[config.mk]
export PLATFORM = sky130hd
export DESIGN_NAME = ahb_master_mux
export DESIGN_NICKNAME = d
export VERILOG_FILES = /design/src/rtl/ahb_pkg.sv /design/src/rtl/ahb_dp_tracker.sv /design/src/rtl/ahb_master_mux.sv
export SDC_FILE = /design/constraint.sdc
export NUM_CORES = 1
export LEC_CHECK = 0
export ABC_AREA = 1
export BUFFER_PORTS_ARGS = -buffer_cell sky130_fd_sc_hd__buf_4
export CORE_AREA = 2 2 498 500
export CTS_BUF_LIST = sky130_fd_sc_hd__clkbuf_4
export DETAILED_ROUTE_END_ITERATION = 7
export DIE_AREA = 0 0 500 502
export GPL_ROUTABILITY_DRIVEN = 1
export PLACE_DENSITY_LB_ADDON = 0.3
export SKIP_LAST_GASP = 1
export SYNTH_ARGS = -nofsm -noshare
export SYNTH_HDL_FRONTEND = slang
export SYNTH_SLANG_ARGS = --single-unit
[constraint.sdc]
create_clock -name HCLK -period 2.6 [get_ports HCLK]
set_input_delay 0.26 -clock HCLK [delete_from_list [all_inputs] [get_ports HCLK]]
set_output_delay 0.26 -clock HCLK [all_outputs]
set_load 0.05 [all_outputs]
[src/rtl/ahb_pkg.sv]
// Shared AHB definitions used by the arbiter and the master multiplexer.
package ahb_pkg;

  typedef enum logic [1:0] {
    IDLE   = 2'b00,
    BUSY   = 2'b01,
    NONSEQ = 2'b10,
    SEQ    = 2'b11
  } htrans_t;

  typedef enum logic [2:0] {
    SINGLE = 3'b000,
    INCR   = 3'b001,
    WRAP4  = 3'b010,
    INCR4  = 3'b011,
    WRAP8  = 3'b100,
    INCR8  = 3'b101,
    WRAP16 = 3'b110,
    INCR16 = 3'b111
  } hburst_t;

  localparam logic [2:0] HSIZE_BYTE  = 3'b000;
  localparam logic [2:0] HSIZE_HALF  = 3'b001;
  localparam logic [2:0] HSIZE_WORD  = 3'b010;
  localparam logic [2:0] HSIZE_DWORD = 3'b011;
  localparam logic [2:0] HSIZE_4W    = 3'b100;
  localparam logic [2:0] HSIZE_8W    = 3'b101;

  localparam int MAX_MASTERS = 16;
  localparam int MID_W       = $clog2(MAX_MASTERS);

endpackage

[src/rtl/ahb_dp_tracker.sv]
// Data-phase ownership registers, saturating handover counter and
// locked-handover error pulse.
module ahb_dp_tracker
  import ahb_pkg::*;
#(
  parameter int CNT_W = 16
) (
  input  logic             HCLK,
  input  logic             HRESET,
  input  logic [MID_W-1:0] HMASTER,
  input  logic             HMASTLOCK,
  input  logic             HREADY,
  input  logic             htrans_act,
  input  logic             hwrite,
  output logic [MID_W-1:0] dp_master,
  output logic             dp_write,
  output logic [CNT_W-1:0] handover_cnt,
  output logic             lock_violation
);

  function automatic logic [CNT_W-1:0] sat_inc(input logic [CNT_W-1:0] v);
    return (&v) ? v : v + 1'b1;
  endfunction

  logic [MID_W-1:0] dp_master_p1;
  logic             dp_active_p1;
  logic             dp_hwrite_p1;
  logic             dp_lock_p1;
  logic [CNT_W-1:0] cnt_p1;
  logic             lock_err_p1;
  logic             handover;

  assign handover = HREADY && (HMASTER != dp_master_p1);

  // ---- address phase -> data phase boundary ----
  always_ff @(posedge HCLK) begin
    if (HRESET) begin
      dp_master_p1 <= '0;
      dp_active_p1 <= 1'b0;
      dp_hwrite_p1 <= 1'b0;
      dp_lock_p1   <= 1'b0;
      cnt_p1       <= '0;
      lock_err_p1  <= 1'b0;
    end else begin
      lock_err_p1 <= handover && dp_lock_p1;
      if (HREADY) begin
        dp_master_p1 <= HMASTER;
        dp_active_p1 <= htrans_act;
        dp_hwrite_p1 <= htrans_act & hwrite;
        dp_lock_p1   <= HMASTLOCK;
      end
      if (handover)
        cnt_p1 <= sat_inc(cnt_p1);
    end
  end

  assign dp_master      = dp_master_p1;
  assign dp_write       = dp_active_p1 & dp_hwrite_p1;
  assign handover_cnt   = cnt_p1;
  assign lock_violation = lock_err_p1;

endmodule

[src/rtl/ahb_master_mux.sv]
// AHB master-to-slave multiplexer: routes the granted master's address/control
// in the address phase and the data-phase owner's HWDATA one phase later.
module ahb_master_mux
  import ahb_pkg::*;
#(
  parameter int NUM_MASTERS = 16,
  parameter int ADDR_W      = 32,
  parameter int DATA_W      = 32,
  parameter int CNT_W       = 16
) (
  input  logic                          HCLK,
  input  logic                          HRESET,
  input  logic [3:0]                    HMASTER,
  input  logic                          HMASTLOCK,
  input  logic                          HREADY,
  input  logic [NUM_MASTERS*ADDR_W-1:0] HADDRx,
  input  logic [NUM_MASTERS*2-1:0]      HTRANSx,
  input  logic [NUM_MASTERS-1:0]        HWRITEx,
  input  logic [NUM_MASTERS*3-1:0]      HSIZEx,
  input  logic [NUM_MASTERS*3-1:0]      HBURSTx,
  input  logic [NUM_MASTERS*DATA_W-1:0] HWDATAx,
  output logic [ADDR_W-1:0]             HADDR,
  output logic [1:0]                    HTRANS,
  output logic                          HWRITE,
  output logic [2:0]                    HSIZE,
  output logic [2:0]                    HBURST,
  output logic [DATA_W-1:0]             HWDATA,
  output logic [3:0]                    HMASTER_DP,
  output logic                          dp_write,
  output logic [CNT_W-1:0]              handover_cnt,
  output logic                          lock_violation
);

  logic [MID_W-1:0] dp_master;

  // Out-of-range HMASTER matches no slice, leaving IDLE/zero on the bus.
  always_comb begin
    HADDR  = '0;
    HTRANS = IDLE;
    HWRITE = 1'b0;
    HSIZE  = '0;
    HBURST = '0;
    for (int m = 0; m < NUM_MASTERS; m++) begin
      if (HMASTER == MID_W'(m)) begin
        HADDR  = HADDRx[m*ADDR_W +: ADDR_W];
        HTRANS = HTRANSx[m*2 +: 2];
        HWRITE = HWRITEx[m];
        HSIZE  = HSIZEx[m*3 +: 3];
        HBURST = HBURSTx[m*3 +: 3];
      end
    end
  end

  ahb_dp_tracker #(
    .CNT_W(CNT_W)
  ) u_dp_tracker (
    .HCLK          (HCLK),
    .HRESET        (HRESET),
    .HMASTER       (HMASTER),
    .HMASTLOCK     (HMASTLOCK),
    .HREADY        (HREADY),
    .htrans_act    (HTRANS[1]),
    .hwrite        (HWRITE),
    .dp_master     (dp_master),
    .dp_write      (dp_write),
    .handover_cnt  (handover_cnt),
    .lock_violation(lock_violation)
  );

  // ---- data phase: write data follows the registered owner ----
  always_comb begin
    HWDATA = '0;
    if (dp_write) begin
      for (int m = 0; m < NUM_MASTERS; m++) begin
        if (dp_master == MID_W'(m))
          HWDATA = HWDATAx[m*DATA_W +: DATA_W];
      end
    end
  end

  assign HMASTER_DP = dp_master;

endmodule

==> impl_metrics.py, run 1 <==
metrics = {
    "status": {
        "status": "finished with violations",
        "violations": "setup timing",
    },
    "worst_setup_path": {
        "endpoint": "HWDATA[4]",
        "required_ns": 2.34,
        "crit_path_start": "u_dp_tracker.dp_master[0]",
        "critPathCaptureType": "output port",
        "r2r-end": "u_dp_tracker.handover_cnt[8]",
        "cp-start-kind": "register",
        "reg2reg_slack_ns": 0.32,
        "crit_arrival_ns": 3.16,
        "rr_startpoint": "u_dp_tracker.dp_master[1]",
        "r2r_cells": 12,
        "path_class": "reg2out",
        "worstPathMaxFanout": 6,
    },
    "clocking": {
        "cts_tree": "done",
        "htree_levels": 1,
        "cts_hold_buf": 0,
        "cts_buffer_depth": 2,
        "path_clk_slew_ns": 0.20,
        "root_buffer": "clkbuf_4",
        "clock_latency_ns": 0.40,
        "cts_sinks": 24,
        "cts_buffers": 3,
    },
    "synth": {
        "synthAdderAreaFrac_pct": 0.1302,
        "synth_warnings": 0,
        "synth_most_common_cell": "nand2_1",
        "syn-num-nets": 3220,
        "synth-async-reset-ratio_pct": 0,
        "synth-compound-area-share_pct": 20.40,
        "synth.area.top_cells": "nand2_1 30%, nand3_1 13%, a21oi_1 11%, nand4_1 9.8%, nor2_1 6.3%",
        "synthTopCellsByCount": "767 x nand2_1, 257 x nand3_1, 210 x a21oi_1, 161 x nor2_1, 150 x nand4_1",
        "syn_inst": 2043,
        "synth_area_per_cell_um2": 4.704,
        "synth.mux.area_fraction_pct": 0.2083,
        "synth_top_family_by_area": "simple AND/OR/NAND/NOR gates",
        "synth_top_area_share_pct": 29.96,
        "synth_enable_flop_cells": 0,
        "synth_area_um2": 9610,
        "dominantRegCellSynth": "dfxtp_1",
        "synth-simple-area-share_pct": 63.08,
        "synth_top_cell_by_area": "nand2_1",
        "synth_xor_area_share_pct": 0.3645,
        "ys_seq_elements": 24,
        "synth_cell_types": 37,
        "ys_seq_area_share_pct": 4.999,
    },
    "timing": {
        "finalHoldViolCount": 0,
        "hold_slack_ns": 0.08081,
        "slew_headroom_pct": 59.53,
        "fin_worst_skew_ns": 0.02727,
        "rsz0062_at_grt": "true",
        "fin_ws_ns": -0.8196,
        "post-route-period-util_pct": 131.5,
        "fmax_mhz": 292.4,
        "fin_crit_ns": 3.420,
        "maxSlewViolCount": 0,
        "worstMarginPinSlew_ns": 0.6070,
        "finalSetupViolations": 73,
    },
    "pwr": {
        "power.total_w": 0.006878,
        "power_density_nw_per_um2": 216.7,
        "p_switching_w": 0.003434,
        "p_comb_share_pct": 89.5,
        "power_frac_seq_pct": 5.8,
        "ir_worst_vdd_v": 0.0001597,
        "power_leakage_nw": 14.16,
        "clockPowerShare_pct": 4.7,
        "netSwitchingFraction_pct": 49.93,
        "intPower_w": 0.003444,
    },
    "floorplanning": {
        "die_h_um": 502,
        "start_util_pct": 3.919,
        "die_w_um": 500,
        "die-area_um2": 251000,
        "rows": 182,
        "io_pins": 1271,
        "coreArea_um2": 245300,
    },
    "flow_run": {
        "maxCapViolations": 0,
    },
    "routing": {
        "wl_met3_um": 14180,
        "wl_per_cell_um": 27.73,
        "wl_met2_um": 105900,
        "dr.pass1.iters": 7,
        "post-route-drc-count": 0,
        "vias": 22590,
        "drt-total-wl_um": 192600,
        "top_layer_used": "met5",
        "ant_nets": 0,
        "drtIter0Drc": 1370,
        "via_per_inst": 3.251,
        "wl_met1_um": 61870,
    },
    "cells_and_area": {
        "drive_above_1_share_pct": 62.65,
        "area_delta_synth_final_pct": 230.3,
        "design_area_um2": 31750,
        "fillers": 28721,
        "num-nets-final": 4881,
    },
    "worst_hold_path": {
        "hold_path.class": "in2reg",
        "min_from": "HMASTLOCK",
    },
    "placed_design": {
        "dpl_worst_slack_ns": -1.626,
        "io_buffers": 1270,
        "placed_cell_area_um2": 26760,
        "place_congestion": 0.9446,
        "hpwl_um": 173500,
    },
    "global_routing": {
        "grt_pass1_wl_um": 237700,
        "grt_pass1_vias": 23432,
        "antenna_found_initial": 76,
        "grt_max_degree": 29,
        "track_usage_pct": 14.33,
        "grt_overflow": 0,
    },
}
flip-flops by register name (all words and copies together) (netlist names):
signal and flops:
u_dp_tracker.dp_active_p1 1, u_dp_tracker.dp_lock_p1 1, u_dp_tracker.dp_hwrite_p1 1, u_dp_tracker.lock_violation 1, u_dp_tracker.dp_master 4, u_dp_tracker.handover_cnt 16
layout make-up:
| class | instances | area [um2] | share of cell area [%] |
|---|---|---|---|
| clock buffers | 3 | 22.52 | 0.07094 |
| well taps | 3220 | 4029 | 12.69 |
| clock inverters | 1 | 30.03 | 0.09459 |
| inverters | 112 | 483.0 | 1.521 |
| diodes | 25 | 62.56 | 0.1971 |
| multi-input cells | 1767 | 10900 | 34.34 |
| flip-flops and latches | 24 | 495.5 | 1.561 |
| repair buffers | 1796 | 15720 | 49.52 |
how the worst min path moves through the flow:
stage	end	slack, ns	cells after the start
2_1_floorplan	u_dp_tracker.handover_cnt[15]	0.33	1
3_3_place_gp	u_dp_tracker.lock_violation	0.43	2
3_5_place_dp	u_dp_tracker.lock_violation	0.44	2
4_1_cts	u_dp_tracker.dp_lock_p1	0.04	3
5_1_grt	u_dp_tracker.dp_lock_p1	0.05	3
6_report	u_dp_tracker.dp_lock_p1	0.08	3
cell families (layout without fill, tap and decap cells):
group | Yosys count | count (layout)
AOI/OAI and AO/OA | 371 | 371
adders and majority gates | 1 | 1
other | 0 | 25
xor gates and xnor gates | 4 | 4
and+or+nand+nor | 1388 | 1389
muxes | 2 | 2
DFF | 24 | 24
buffers and inverters | 253 | 1912
power by group through the flow:
stage	logic [W]	clock network, W	registers (W)
floorplan	0.00142	0	0.000423
global placement	0.00535	0	0.000398
detailed placement	0.00531	0	0.000399
CTS	0.00581	0.000348	0.000392
global route	0.00647	0.000361	0.000399
finish	0.00616	0.000325	0.000396
critical path: stages (launching register included):
cell and delay [ns]:
dfxtp_4 0.44, buf_6 0.11, nor2_4 0.04, buf_6 0.13, buf_6 0.11, buf_6 0.11
buf_6 0.13, nand3_2 0.07, nand3_4 0.08, a21oi_2 0.10, nand4_1 0.08, o21ai_1 0.09
buf_4 0.20, nand4_1 0.37, a21oi_1 0.24, nand4_1 0.16, nand2_1 0.09, inv_1 0.05
buf_6 0.14
through the flow:
stage               std cells  TNS, ns  utilization [%]
floorplan                2043  -0.1202                -
global placement         6788   -49.58            10.91
detailed placement       6788   -48.88            10.91
CTS                      6845   -39.55            11.83
global route             6939   -38.51            12.93
finish                   6948   -28.22            12.94
placed cells by master, fill, tap and decap left out, types with 29 or more instances in the layout:
cell type	Yosys	routed
o21ai_2	0	42
nand3_2	0	79
a21oi_1	210	110
buf_12	0	93
a21oi_4	0	35
buf_6	3	163
nand3_4	0	29
nor2_4	2	48
nand2_2	5	72
buf_8	0	40
inv_1	103	76
buf_4	5	1489
nand3_1	257	149
o21ai_1	41	42
nand2_1	767	668
nand4_1	150	150
a21oi_2	0	65
nor2_1	161	104
repair_timing:
action | CTS | global route
endpoints found under the setup margin | 75 | 73
gates resized for setup | 458 | 517
buffers inserted | 58 | 91
pin swaps | 115 | 257
gates cloned | 2 | 6
per-layer routing:
layer / global-route usage, % / up-vias
met5: 0 / -
met4: 6.236 / 26
met3: 3.458 / 275
li1: - / 10291
met1: 13.49 / 10710
met2: 28.85 / 1288
Note: power is estimated with default switching activity, not from simulation.
==> run 2, diff against run 1 <==
--- a/config.mk
+++ b/config.mk
@@ -5,12 +5,11 @@
 export SDC_FILE = /design/constraint.sdc
 export NUM_CORES = 1
 export LEC_CHECK = 0
-export ABC_AREA = 1
 export BUFFER_PORTS_ARGS = -buffer_cell sky130_fd_sc_hd__buf_4
-export CORE_AREA = 2 2 498 500
+export CORE_AREA = 2 2 489 491
 export CTS_BUF_LIST = sky130_fd_sc_hd__clkbuf_4
 export DETAILED_ROUTE_END_ITERATION = 7
-export DIE_AREA = 0 0 500 502
+export DIE_AREA = 0 0 491 493
 export GPL_ROUTABILITY_DRIVEN = 1
 export PLACE_DENSITY_LB_ADDON = 0.3
 export SKIP_LAST_GASP = 1
==> run 2 against run 1 <==
Against the previous run:
- the flow still finishes with violations (setup timing)
- die area fell by 3.6%
- clock power rose by 12%
- area after synthesis rose by 22%
- combinational power rose by 11%
- power rose by 10%
- clock skew rose by 0.041 ns
- flip-flop and latch count did not move
- sequential power barely moved
- non-clock buffer count rose by 114
- count of clock-buffer cells in the layout did not move
- synthesized cell count fell by 17%
- via count rose by 2.7%
- critical path type unchanged
- largest power group unchanged
==> impl_metrics.py, run 2 <==
metrics = {
    "flow_run": {
        "maxCapViolations": 0,
    },
    "timing": {
        "finalSetupViolations": 65,
        "fin_crit_ns": 3.747,
        "post-route-period-util_pct": 144.1,
        "maxSlewViolCount": 0,
        "slew_headroom_pct": 13.02,
        "fmax_mhz": 266.9,
        "rsz0062_at_grt": "true",
        "fin_ws_ns": -1.147,
        "worstMarginPinSlew_ns": 1.305,
        "fin_worst_skew_ns": 0.06845,
        "finalHoldViolCount": 0,
        "hold_slack_ns": 0.1031,
    },
    "synth": {
        "synth_top_area_share_pct": 7.440,
        "synth_warnings": 0,
        "synth_most_common_cell": "nor2_1",
        "synth_cell_types": 87,
        "synthTopCellsByCount": "181 x nor2_1, 157 x o21ai_0, 144 x a21oi_1, 107 x nand2_1, 87 x mux2i_1",
        "synth_area_per_cell_um2": 6.897,
        "syn_inst": 1697,
        "synth-simple-area-share_pct": 19.03,
        "synth_area_um2": 11700,
        "synth_enable_flop_cells": 0,
        "synth.mux.area_fraction_pct": 18.25,
        "dominantRegCellSynth": "dfxtp_1",
        "ys_seq_elements": 24,
        "synth.area.top_cells": "mux2i_1 7.4%, o21ai_0 6.7%, a21oi_1 6.2%, nor2_1 5.8%, mux4_2 5.2%",
        "synth_xor_area_share_pct": 1.347,
        "synth-async-reset-ratio_pct": 0,
        "ys_seq_area_share_pct": 4.105,
        "synth-compound-area-share_pct": 47.48,
        "synth_top_cell_by_area": "mux2i_1",
        "synthAdderAreaFrac_pct": 0.1069,
        "synth_top_family_by_area": "compound AO/OA/AOI/OAI gates",
        "syn-num-nets": 2874,
    },
    "routing": {
        "via_per_inst": 3.508,
        "wl_per_cell_um": 32.94,
        "dr.pass1.iters": 5,
        "vias": 23201,
        "top_layer_used": "met5",
        "drtIter0Drc": 1439,
        "ant_nets": 0,
        "drt-total-wl_um": 217900,
        "wl_met1_um": 68540,
        "wl_met3_um": 14040,
        "post-route-drc-count": 0,
        "wl_met2_um": 123400,
    },
    "placed_design": {
        "place_inst": 6417,
        "hpwl_um": 191400,
        "io_buffers": 1270,
        "place_congestion": 0.9341,
    },
    "pwr": {
        "clockPowerShare_pct": 4.8,
        "power_frac_seq_pct": 5.2,
        "netSwitchingFraction_pct": 48.93,
        "intPower_w": 0.003867,
        "power.total_w": 0.007572,
        "ir_worst_vdd_v": 0.0001437,
        "p_switching_w": 0.003705,
        "power_density_nw_per_um2": 217.5,
        "p_comb_share_pct": 90.0,
        "power_leakage_nw": 14.20,
    },
    "clocking": {
        "htree_levels": 1,
        "cts_buffers": 3,
        "cts_tree": "done",
        "clock_latency_ns": 0.47,
        "cts_sinks": 24,
        "root_buffer": "clkbuf_4",
        "path_clk_slew_ns": 0.26,
        "cts_buffer_depth": 2,
    },
    "worst_setup_path": {
        "required_ns": 2.34,
        "path_class": "reg2out",
        "worstPathMaxFanout": 5,
        "cp-start-kind": "register",
        "critPathCaptureType": "output port",
        "crit_arrival_ns": 3.49,
    },
    "cells_and_area": {
        "mostFrequentLayoutCells": "1614 x buf_4, 148 x nor2_1, 136 x buf_6",
        "largest_register_ffs": 16,
        "area_delta_synth_final_pct": 197.4,
        "drive_above_1_share_pct": 70.33,
        "utilization_pct": 14.69,
        "stdcell_count": 6613,
        "final_common_cell": "buf_4",
        "num-nets-final": 4589,
    },
    "global_routing": {
        "grt_pass1_vias": 24175,
        "track_usage_pct": 16.82,
        "grt_overflow": 0,
        "antenna_found_initial": 117,
        "grt_pass1_wl_um": 265900,
        "grt_max_degree": 37,
    },
    "floorplanning": {
        "die_h_um": 493,
        "rows": 179,
        "start_util_pct": 4.940,
        "die_w_um": 491,
        "io_pins": 1271,
        "die-area_um2": 242100,
        "coreArea_um2": 237000,
    },
    "status": {
        "violations": "setup timing",
        "status": "finished with violations",
    },
    "worst_hold_path": {
        "hold_path.class": "in2reg",
    },
}
run 2: final timing paths:
path	startpoint	endpoint	slack (ns)	cells past startpoint
max	u_dp_tracker.dp_master[1]	HWDATA[9]	-1.15	10
min	HREADY	u_dp_tracker.dp_active_p1	0.10	2
max reg2reg	u_dp_tracker.dp_master[1]	u_dp_tracker.handover_cnt[13]	0.15	12
min reg2reg	u_dp_tracker.dp_lock_p1	u_dp_tracker.lock_violation	0.50	1
run 2: stage by stage:
step | setup slack (ns) | area [um2] | setup TNS [ns]
after floorplan | -0.1191 | 12030 | -0.1191
after global placement | -0.9998 | 29170 | -28.91
after detailed placement | -1.022 | 29180 | -29.25
after CTS | -1.118 | 32210 | -26.67
after global routing | -1.107 | 34770 | -31.70
final | -1.147 | 34810 | -24.74
run 2: cell families after synthesis:
group                    count (synthesis)
flip-flops                              24
AO/OA/AOI/OAI                          805
adder cells (fa/ha/maj)                  1
multiplexers                           167
XOR/XNOR                                18
AND/OR/NAND/NOR                        469
buffers and inverters                  213
run 2: critical path, stage by stage (launching register included):
cell and delay, ns:
dfxtp_4 0.43, buf_16 0.14, or2_4 0.28, buf_6 0.12
a2bb2oi_2 0.12, a222oi_1 1.02, buf_4 0.28, o311ai_4 0.16
o211ai_1 0.18, o21ai_2 0.10, buf_6 0.17
run 2: final cells by class:
| class | count | area [um2] |
|---|---|---|
| fillers | 27280 | 202100 |
| repair buffers | 1910 | 16830 |
| multi-input cells | 1460 | 13300 |
| well taps | 3167 | 3963 |
| flip-flops and latches | 24 | 495.5 |
| diodes | 35 | 87.58 |
| inverters | 13 | 80.08 |
| clock inverters | 1 | 30.03 |
| clock buffers | 3 | 22.52 |
run 2: power groups by stage:
stage | Clock [W] | Sequential [W] | Combinational [W]
finish | 0.000365 | 0.000394 | 0.00681
global route | 0.000419 | 0.000397 | 0.00712
CTS | 0.000411 | 0.000395 | 0.00649
detailed placement | 0 | 0.000410 | 0.00579
global placement | 0 | 0.000408 | 0.00580
floorplan | 0 | 0.000422 | 0.00182
run 2: timing repair:
| item | in CTS | in global routing |
|---|---|---|
| hold endpoints to repair | 1 | 0 |
| hold buffers | 1 | 0 |
| cloned | 9 | 6 |
| resized for setup | 458 | 353 |
| pin swaps | 110 | 184 |
| endpoints found under the setup margin | 73 | 81 |
| setup buffers | 75 | 109 |
run 2: routing by layer:
metal	GRT usage [%]	up-vias
li1	-	10280
met5	0	-
met3	3.957	325
met4	6.958	56
met2	34.61	1223
met1	15.45	11317
